--- src/rtl/fifo_fill_ctrl.sv ---
// fifo_fill_ctrl: write-side fetch sequencer for the pixel async FIFO.
// Bursts frame words from memory into the FIFO and flushes stale data on abort.
module fifo_fill_ctrl #(
    parameter int                    DATA_WIDTH  = 64,
    parameter int                    ADDR_WIDTH  = 32,
    parameter int                    BURST_LEN   = 16,
    parameter int                    BURST_W     = 5,
    parameter logic [ADDR_WIDTH-1:0] FRAME_BASE  = '0,
    parameter int                    FRAME_WORDS = 153600,
    parameter int                    MAX_OUTST   = 64
) (
    input  logic                  clk,
    input  logic                  reset,
    input  logic                  enable,
    input  logic                  frame_start,
    input  logic                  fifo_almost_full,
    input  logic                  fifo_full,
    output logic                  fifo_wr_valid,
    output logic [DATA_WIDTH-1:0] fifo_wr_data,
    output logic                  mem_read,
    output logic [ADDR_WIDTH-1:0] mem_address,
    output logic [BURST_W-1:0]    mem_burstcount,
    input  logic                  mem_waitrequest,
    input  logic                  mem_readdatavalid,
    input  logic [DATA_WIDTH-1:0] mem_readdata,
    output logic                  frame_done,
    output logic                  overflow_err
);
    localparam int OW = $clog2(MAX_OUTST + 1);
    localparam int WW = $clog2(FRAME_WORDS + 1);
    localparam int SW = OW + BURST_W;
    localparam logic [ADDR_WIDTH-1:0] WORD_BYTES = ADDR_WIDTH'(DATA_WIDTH / 8);
    localparam logic [WW-1:0] FRAME_LEN = WW'(FRAME_WORDS);
    localparam logic [WW-1:0] BURST_MAX = WW'(BURST_LEN);
    localparam logic [SW-1:0] OUTST_CAP = SW'(MAX_OUTST);

    typedef enum logic [2:0] {IDLE, CHECK, REQ, DONE, FLUSH} state_t;

    state_t                state;
    logic [ADDR_WIDTH-1:0] addr;
    logic [WW-1:0]         words_left;
    logic [OW-1:0]         outst;
    logic [OW-1:0]         outst_next;
    logic [BURST_W-1:0]    bc;
    logic                  abort_pend;
    logic                  accept;
    logic                  ret;
    logic                  drop;
    logic                  fits;

    always_comb begin
        bc = BURST_W'(BURST_LEN);
        if (words_left < BURST_MAX) bc = BURST_W'(words_left);
    end

    assign fits   = (SW'(outst) + SW'(bc)) <= OUTST_CAP;
    assign accept = mem_read & ~mem_waitrequest;
    // Returns with nothing outstanding are spurious and never counted.
    assign ret    = mem_readdatavalid & (outst != '0);
    // Words arriving on or after an abort belong to the stale frame.
    assign drop   = (state == FLUSH) | abort_pend
                  | (frame_start & (state != IDLE));

    assign outst_next = outst
                      + (accept ? OW'(mem_burstcount) : '0)
                      - (ret ? OW'(1) : '0);

    always_ff @(posedge clk) begin
        if (reset) begin
            state          <= IDLE;
            addr           <= FRAME_BASE;
            words_left     <= '0;
            outst          <= '0;
            abort_pend     <= 1'b0;
            mem_read       <= 1'b0;
            mem_address    <= '0;
            mem_burstcount <= '0;
            fifo_wr_valid  <= 1'b0;
            fifo_wr_data   <= '0;
            frame_done     <= 1'b0;
            overflow_err   <= 1'b0;
        end else begin
            outst         <= outst_next;
            frame_done    <= 1'b0;
            fifo_wr_valid <= ret & ~drop & ~fifo_full;
            if (ret & ~drop) fifo_wr_data <= mem_readdata;
            if (ret & ~drop & fifo_full) overflow_err <= 1'b1;

            unique case (state)
                IDLE: begin
                    if (frame_start) begin
                        state      <= CHECK;
                        addr       <= FRAME_BASE;
                        words_left <= FRAME_LEN;
                    end
                end
                CHECK: begin
                    if (frame_start) begin
                        if (outst == '0) begin
                            addr       <= FRAME_BASE;
                            words_left <= FRAME_LEN;
                        end else begin
                            state <= FLUSH;
                        end
                    end else if (enable && !fifo_almost_full && fits) begin
                        state          <= REQ;
                        mem_read       <= 1'b1;
                        mem_address    <= addr;
                        mem_burstcount <= bc;
                    end
                end
                REQ: begin
                    // An issued request cannot be withdrawn; abort after accept.
                    if (accept) begin
                        mem_read   <= 1'b0;
                        abort_pend <= 1'b0;
                        addr       <= addr
                                    + ADDR_WIDTH'(mem_burstcount) * WORD_BYTES;
                        words_left <= words_left - WW'(mem_burstcount);
                        if (frame_start || abort_pend)
                            state <= FLUSH;
                        else if (words_left == WW'(mem_burstcount))
                            state <= DONE;
                        else
                            state <= CHECK;
                    end else if (frame_start) begin
                        abort_pend <= 1'b1;
                    end
                end
                DONE: begin
                    if (frame_start) begin
                        if (outst == '0) begin
                            state      <= CHECK;
                            addr       <= FRAME_BASE;
                            words_left <= FRAME_LEN;
                        end else begin
                            state <= FLUSH;
                        end
                    end else if (outst == '0) begin
                        frame_done <= 1'b1;
                        state      <= IDLE;
                    end
                end
                FLUSH: begin
                    if (outst == '0) begin
                        state      <= CHECK;
                        addr       <= FRAME_BASE;
                        words_left <= FRAME_LEN;
                    end
                end
                default: state <= IDLE;
            endcase
        end
    end
endmodule

--- config.mk ---
export PLATFORM = sky130hd
export DESIGN_NAME = fifo_fill_ctrl
export DESIGN_NICKNAME = d
export VERILOG_FILES = /design/src/rtl/fifo_fill_ctrl.sv
export SDC_FILE = /design/constraint.sdc
export NUM_CORES = 1
export LEC_CHECK = 0
export BUFFER_PORTS_ARGS = -buffer_cell sky130_fd_sc_hd__buf_4
export CAP_MARGIN = 0
export CELL_PAD_IN_SITES_DETAIL_PLACEMENT = 0
export CELL_PAD_IN_SITES_GLOBAL_PLACEMENT = 2
export CORE_ASPECT_RATIO = 0.9
export CORE_MARGIN = 2
export CORE_UTILIZATION = 31
export CTS_CLUSTER_DIAMETER = 150
export DETAILED_ROUTE_END_ITERATION = 8
export HOLD_SLACK_MARGIN = 0.05
export PLACE_DENSITY_LB_ADDON = 0.1
export SETUP_SLACK_MARGIN = 0.3
export SLEW_MARGIN = 20
export SYNTH_ARGS = -nofsm -noshare
export SYNTH_HDL_FRONTEND = slang
export SYNTH_SLANG_ARGS = --single-unit
--- constraint.sdc ---
create_clock -name clk -period 5.2 [get_ports clk]
set_input_delay 0.52 -clock clk [delete_from_list [all_inputs] [get_ports clk]]
set_output_delay 0.52 -clock clk [all_outputs]
set_load 0.01 [all_outputs]
==> results.txt <==
* Finish-stage setup viols: 0
- Critical path capture point type: register
- The worst hold path belongs to the class input port to register.
- Setup repair after global routing left no endpoint under its margin.
- DRT Pass-1 Iters: 4
* Per-instance average area after synthesis: 8.15 um2
- Logic depth of the worst register-to-register path: 12
* Startpoint type of the worst setup path: register
- Clock edge transition at the registers on the reported setup and hold paths: 0.07 ns
- The worst path in the final design needs a cycle of 4.40 ns, including I/O delays and setup.
- Seq/Total Area, Yosys: 43.6%
* WS Path Type: register to register
- Buffers added to address setup during post-CTS repair amount to 0.
- Number of buffers added to fix hold violations after cts: 0
* Top cell by count, worst path: sky130_fd_sc_hd__a21oi_1
- Cell area after synthesis: 0.00734 mm2
- List of cells traversed by the critical path: or4_1 -> nand2b_1 -> nor4_1 -> and2_1 -> ha_1 -> a21oi_1 -> nor2b_1 -> o41ai_1 -> o31a_1 -> buf_12 -> o31ai_1 -> a21oi_1
- TritonCTS created 17 clock buffers.
- Status: finished clean
- Global routing finished with a remaining overflow of 0.
* Initial antenna violation count: 0
- Detail-routed net length per standard cell: around 16 um
* Global-route wire length before repair: 35.2 mm
- In this run the static leakage power is roughly 3.8 nW.
- Max-Cap Viols: 0
- For the worst setup path, the data required time is 5.55 ns.
- Pin count of the biggest net entering global routing: 66
- The total area inside the core boundary comes to between 0.02 and 0.025 mm2.
- Counting along the longest clock path gives a buffer depth of 2.
- # DRC: 0
- The synthesized design devotes to its leading area cell type between 40% and 50% of total area.
- The biggest area contributor in the post-synthesis netlist is sky130_fd_sc_hd__dfxtp_1.
- 0 antenna diodes ended up in the layout.
- In the synthesized netlist the dominant register cell turns out to be sky130_fd_sc_hd__dfxtp_1.
- Number of enable-type register cells in the synthesized netlist: 0
- Hold path start: fifo_full
- TNS Setup: 0 ns
* Hold Crit Depth: 2
* Power density of the placed cells: 472 mW/mm2
- Beginning of the critical path: words_left[9]$_SDFFE_PP0P_
- Die height: 150 um
- On the worst path, the slowest cell contributes a delay of 0.64 ns.
* Via count of the first global-routing pass: 6494
- Fraction of final layout cells with drive strength greater than 1: roughly 22%
- CTS saw 160 sinks.
- In the synthesized netlist, the number of instances is 900.
* Cell family with most CP delay: compound AO/OA/AOI/OAI gates
* Total via count in the routed design: 6655
- The die is 166 um wide.
- Count of pins over their slew limit: 0
- Counting flops and latches in the post-synthesis netlist gives between 150 and 200.
- Stages on the worst setup path: 12
- Static timing analysis puts the maximum clock frequency at ~0.23 GHz.
- 177 I/O pins were placed.
- TritonCTS built the clock tree.
- CTS placed an instance of sky130_fd_sc_hd__clkbuf_16 at the clock tree root.
- The Yosys step of the flow raised 0 warnings.
- Summing all non-filler instances in the final layout gives an area of roughly 0.0095 mm2.
* Drt via density: 4.91
- Largest fanout on the critical path: 24
* Number of unique standard cell types used by synthesis: 53
- VDD sags by at most about 0.00026 V.
- Headroom to the max-slew limit came out at 36.3%.
* Slew at the pin closest to its max-slew limit: 0.953 ns
* Arr. time, crit path: 4.76 ns
- The initialized floorplan defines 53 standard-cell rows.
- End-of-flow core utilization: about two fifths
* Initial Utilization: 31.5%
- Top post-synthesis cells by area: sky130_fd_sc_hd__dfxtp_1, sky130_fd_sc_hd__a21oi_1, sky130_fd_sc_hd__nand2_1, sky130_fd_sc_hd__ha_1, sky130_fd_sc_hd__xnor2_1
* Placement-stage cell area: 0.00889 mm2
- Summed over all nets, the half-perimeter wirelength after detailed placement is 14.7 mm.
* Worst Clk Skew: 0.0143 ns
- Share of flip-flops with an asynchronous set or reset: 0%
- Once detail routing completed, the nets flagged for antenna violations numbered 0.
- Counting both buffers and inverters, the worst setup path holds a total of 1.
- The die covers approximately 0.025 mm2.
* H-tree lvl count: 4
- I/O Buffers: 173
- Later-pin clock latency in the skew report: 0.43 ns
- The startpoint identified for the worst register-to-register timing path is words_left[9]$_SDFFE_PP0P_.
- Overall routing resource usage: between 10% and 20%
- Cell with the biggest individual delay on the critical path: sky130_fd_sc_hd__o31a_1
- Dividing the final minimum period by the clock period gives 84.7%.
* Final RePlAce weighted congestion: 0.761
- Final layout net count: 1144
- Power comes to 4.48 mW.
- The hold violation count in the final report was 0.
* Initial detailed-routing violation count: 328
- Final WL: 22.3 mm
* Area growth, synth to finish: 29.4%
* Resized Gates After CTS: 0
==> registers in the layout, indices dropped and copies added (netlist names) <==
register	flops
mem_burstcount	5
fifo_wr_data	64
mem_read	1
words_left	18
mem_address	29
frame_done	1
state	3
overflow_err	1
outst	7
fifo_wr_valid	1
addr	29
abort_pend	1
==> per-stage QoR <==
stage               setup slack [ns]  std cells  hold WS [ns]
global route                   0.415       1356         0.238
finish                         0.798       1356         0.261
detailed placement             0.756       1324         0.447
CTS                            0.757       1356         0.241
floorplan                       1.34        902         0.429
global placement               0.884       1324         0.443
==> power by group <==
group | internal (mW) | switching, mW | leakage (nW) | total, mW
Combinational | 0.585 | 1.06 | 2.18 | 1.64
Sequential | 1.40 | 0.135 | 1.30 | 1.54
Clock | 0.727 | 0.574 | 0.289 | 1.30
==> worst paths after layout <==
check,endpoint,slack (ns)
worst min register to register,fifo_wr_data[50]$_SDFFE_PP0P_,0.45
worst max-delay path,mem_address[17]$_SDFFE_PP0P_,0.80
worst min-delay path,fifo_wr_valid$_SDFF_PP0_,0.26
worst max register to register,mem_address[17]$_SDFFE_PP0P_,0.80
==> cell type report <==
type                       count  area [um2]
clock buffer                  18         429
clock inverter                14         171
fill                        2401       13800
inverter                      32         120
multi-input combinational    644        3780
sequential                   160        3200
tap                          302         378
timing repair buffer         186        1410
==> synth_stat cells, types with 3 or more instances <==
library cell	count
sky130_fd_sc_hd__a211oi_1	3
sky130_fd_sc_hd__a21o_1	6
sky130_fd_sc_hd__a21oi_1	128
sky130_fd_sc_hd__a22oi_1	3
sky130_fd_sc_hd__a31oi_1	5
sky130_fd_sc_hd__and2_1	7
sky130_fd_sc_hd__and4_1	4
sky130_fd_sc_hd__buf_1	10
sky130_fd_sc_hd__buf_4	3
sky130_fd_sc_hd__clkbuf_1	53
sky130_fd_sc_hd__dfxtp_1	160
sky130_fd_sc_hd__fa_1	4
sky130_fd_sc_hd__ha_1	27
sky130_fd_sc_hd__inv_1	32
sky130_fd_sc_hd__nand2_1	157
sky130_fd_sc_hd__nand2b_1	4
sky130_fd_sc_hd__nand3_1	11
sky130_fd_sc_hd__nand3b_1	3
sky130_fd_sc_hd__nand4_1	37
sky130_fd_sc_hd__nor2_1	58
sky130_fd_sc_hd__nor2b_1	10
sky130_fd_sc_hd__nor3_1	22
sky130_fd_sc_hd__nor3b_1	7
sky130_fd_sc_hd__nor4_1	16
sky130_fd_sc_hd__nor4b_1	4
sky130_fd_sc_hd__o211ai_1	3
sky130_fd_sc_hd__o21ai_0	9
sky130_fd_sc_hd__o21bai_1	3
sky130_fd_sc_hd__o31ai_1	34
sky130_fd_sc_hd__or2_2	3
sky130_fd_sc_hd__or3_1	7
sky130_fd_sc_hd__xnor2_1	30
sky130_fd_sc_hd__xor2_1	15
==> cell usage in the layout, fill, tap and decap left out, types with 2 or more instances in the layout <==
master and instances:
sky130_fd_sc_hd__o21bai_1 3, sky130_fd_sc_hd__or2_2 3, sky130_fd_sc_hd__bufinv_16 2, sky130_fd_sc_hd__o31ai_1 33, sky130_fd_sc_hd__inv_8 2, sky130_fd_sc_hd__inv_1 32
sky130_fd_sc_hd__nor4_1 16, sky130_fd_sc_hd__nor3b_1 7, sky130_fd_sc_hd__ha_1 27, sky130_fd_sc_hd__xor2_1 15, sky130_fd_sc_hd__a21oi_1 128, sky130_fd_sc_hd__or3_1 7
sky130_fd_sc_hd__clkinvlp_4 2, sky130_fd_sc_hd__fa_1 4, sky130_fd_sc_hd__a211oi_1 3, sky130_fd_sc_hd__nand3b_1 3, sky130_fd_sc_hd__o21ai_0 9, sky130_fd_sc_hd__nor2_1 58
sky130_fd_sc_hd__buf_4 185, sky130_fd_sc_hd__dfxtp_1 160, sky130_fd_sc_hd__a22oi_1 3, sky130_fd_sc_hd__conb_1 3, sky130_fd_sc_hd__nand2b_1 4, sky130_fd_sc_hd__or4_1 2
sky130_fd_sc_hd__o211ai_1 3, sky130_fd_sc_hd__nor3_1 22, sky130_fd_sc_hd__inv_6 6, sky130_fd_sc_hd__a21o_1 6, sky130_fd_sc_hd__and4_1 4, sky130_fd_sc_hd__nor2b_1 9
sky130_fd_sc_hd__a31oi_1 5, sky130_fd_sc_hd__xnor2_1 30, sky130_fd_sc_hd__and2_1 6, sky130_fd_sc_hd__nand2_1 156, sky130_fd_sc_hd__nor4b_1 4, sky130_fd_sc_hd__nand3_1 11
sky130_fd_sc_hd__clkbuf_16 17, sky130_fd_sc_hd__nand4_1 37, sky130_fd_sc_hd__o21a_1 2
==> cell families after synthesis <==
| logic type | synth area share (%) |
|---|---|
| AOI/OAI and AO/OA | 16.8 |
| xor gates and xnor gates | 5.37 |
| DFF | 43.6 |
| buffers and inverters | 5.17 |
| and+or+nand+nor | 23.3 |
| other | 0.0511 |
| adders and majority gates | 5.69 |
==> per-layer routing <==
layer | vias up | wire (um) | track usage, %
li1 | 3404 | - | -
met1 | 3108 | 10400 | 22.7
met2 | 126 | 10600 | 29.5
met3 | 17 | 1050 | 4.34
met4 | 0 | 261 | 4.87
met5 | - | 0 | 0
Note: power is estimated with default switching activity, not from simulation.
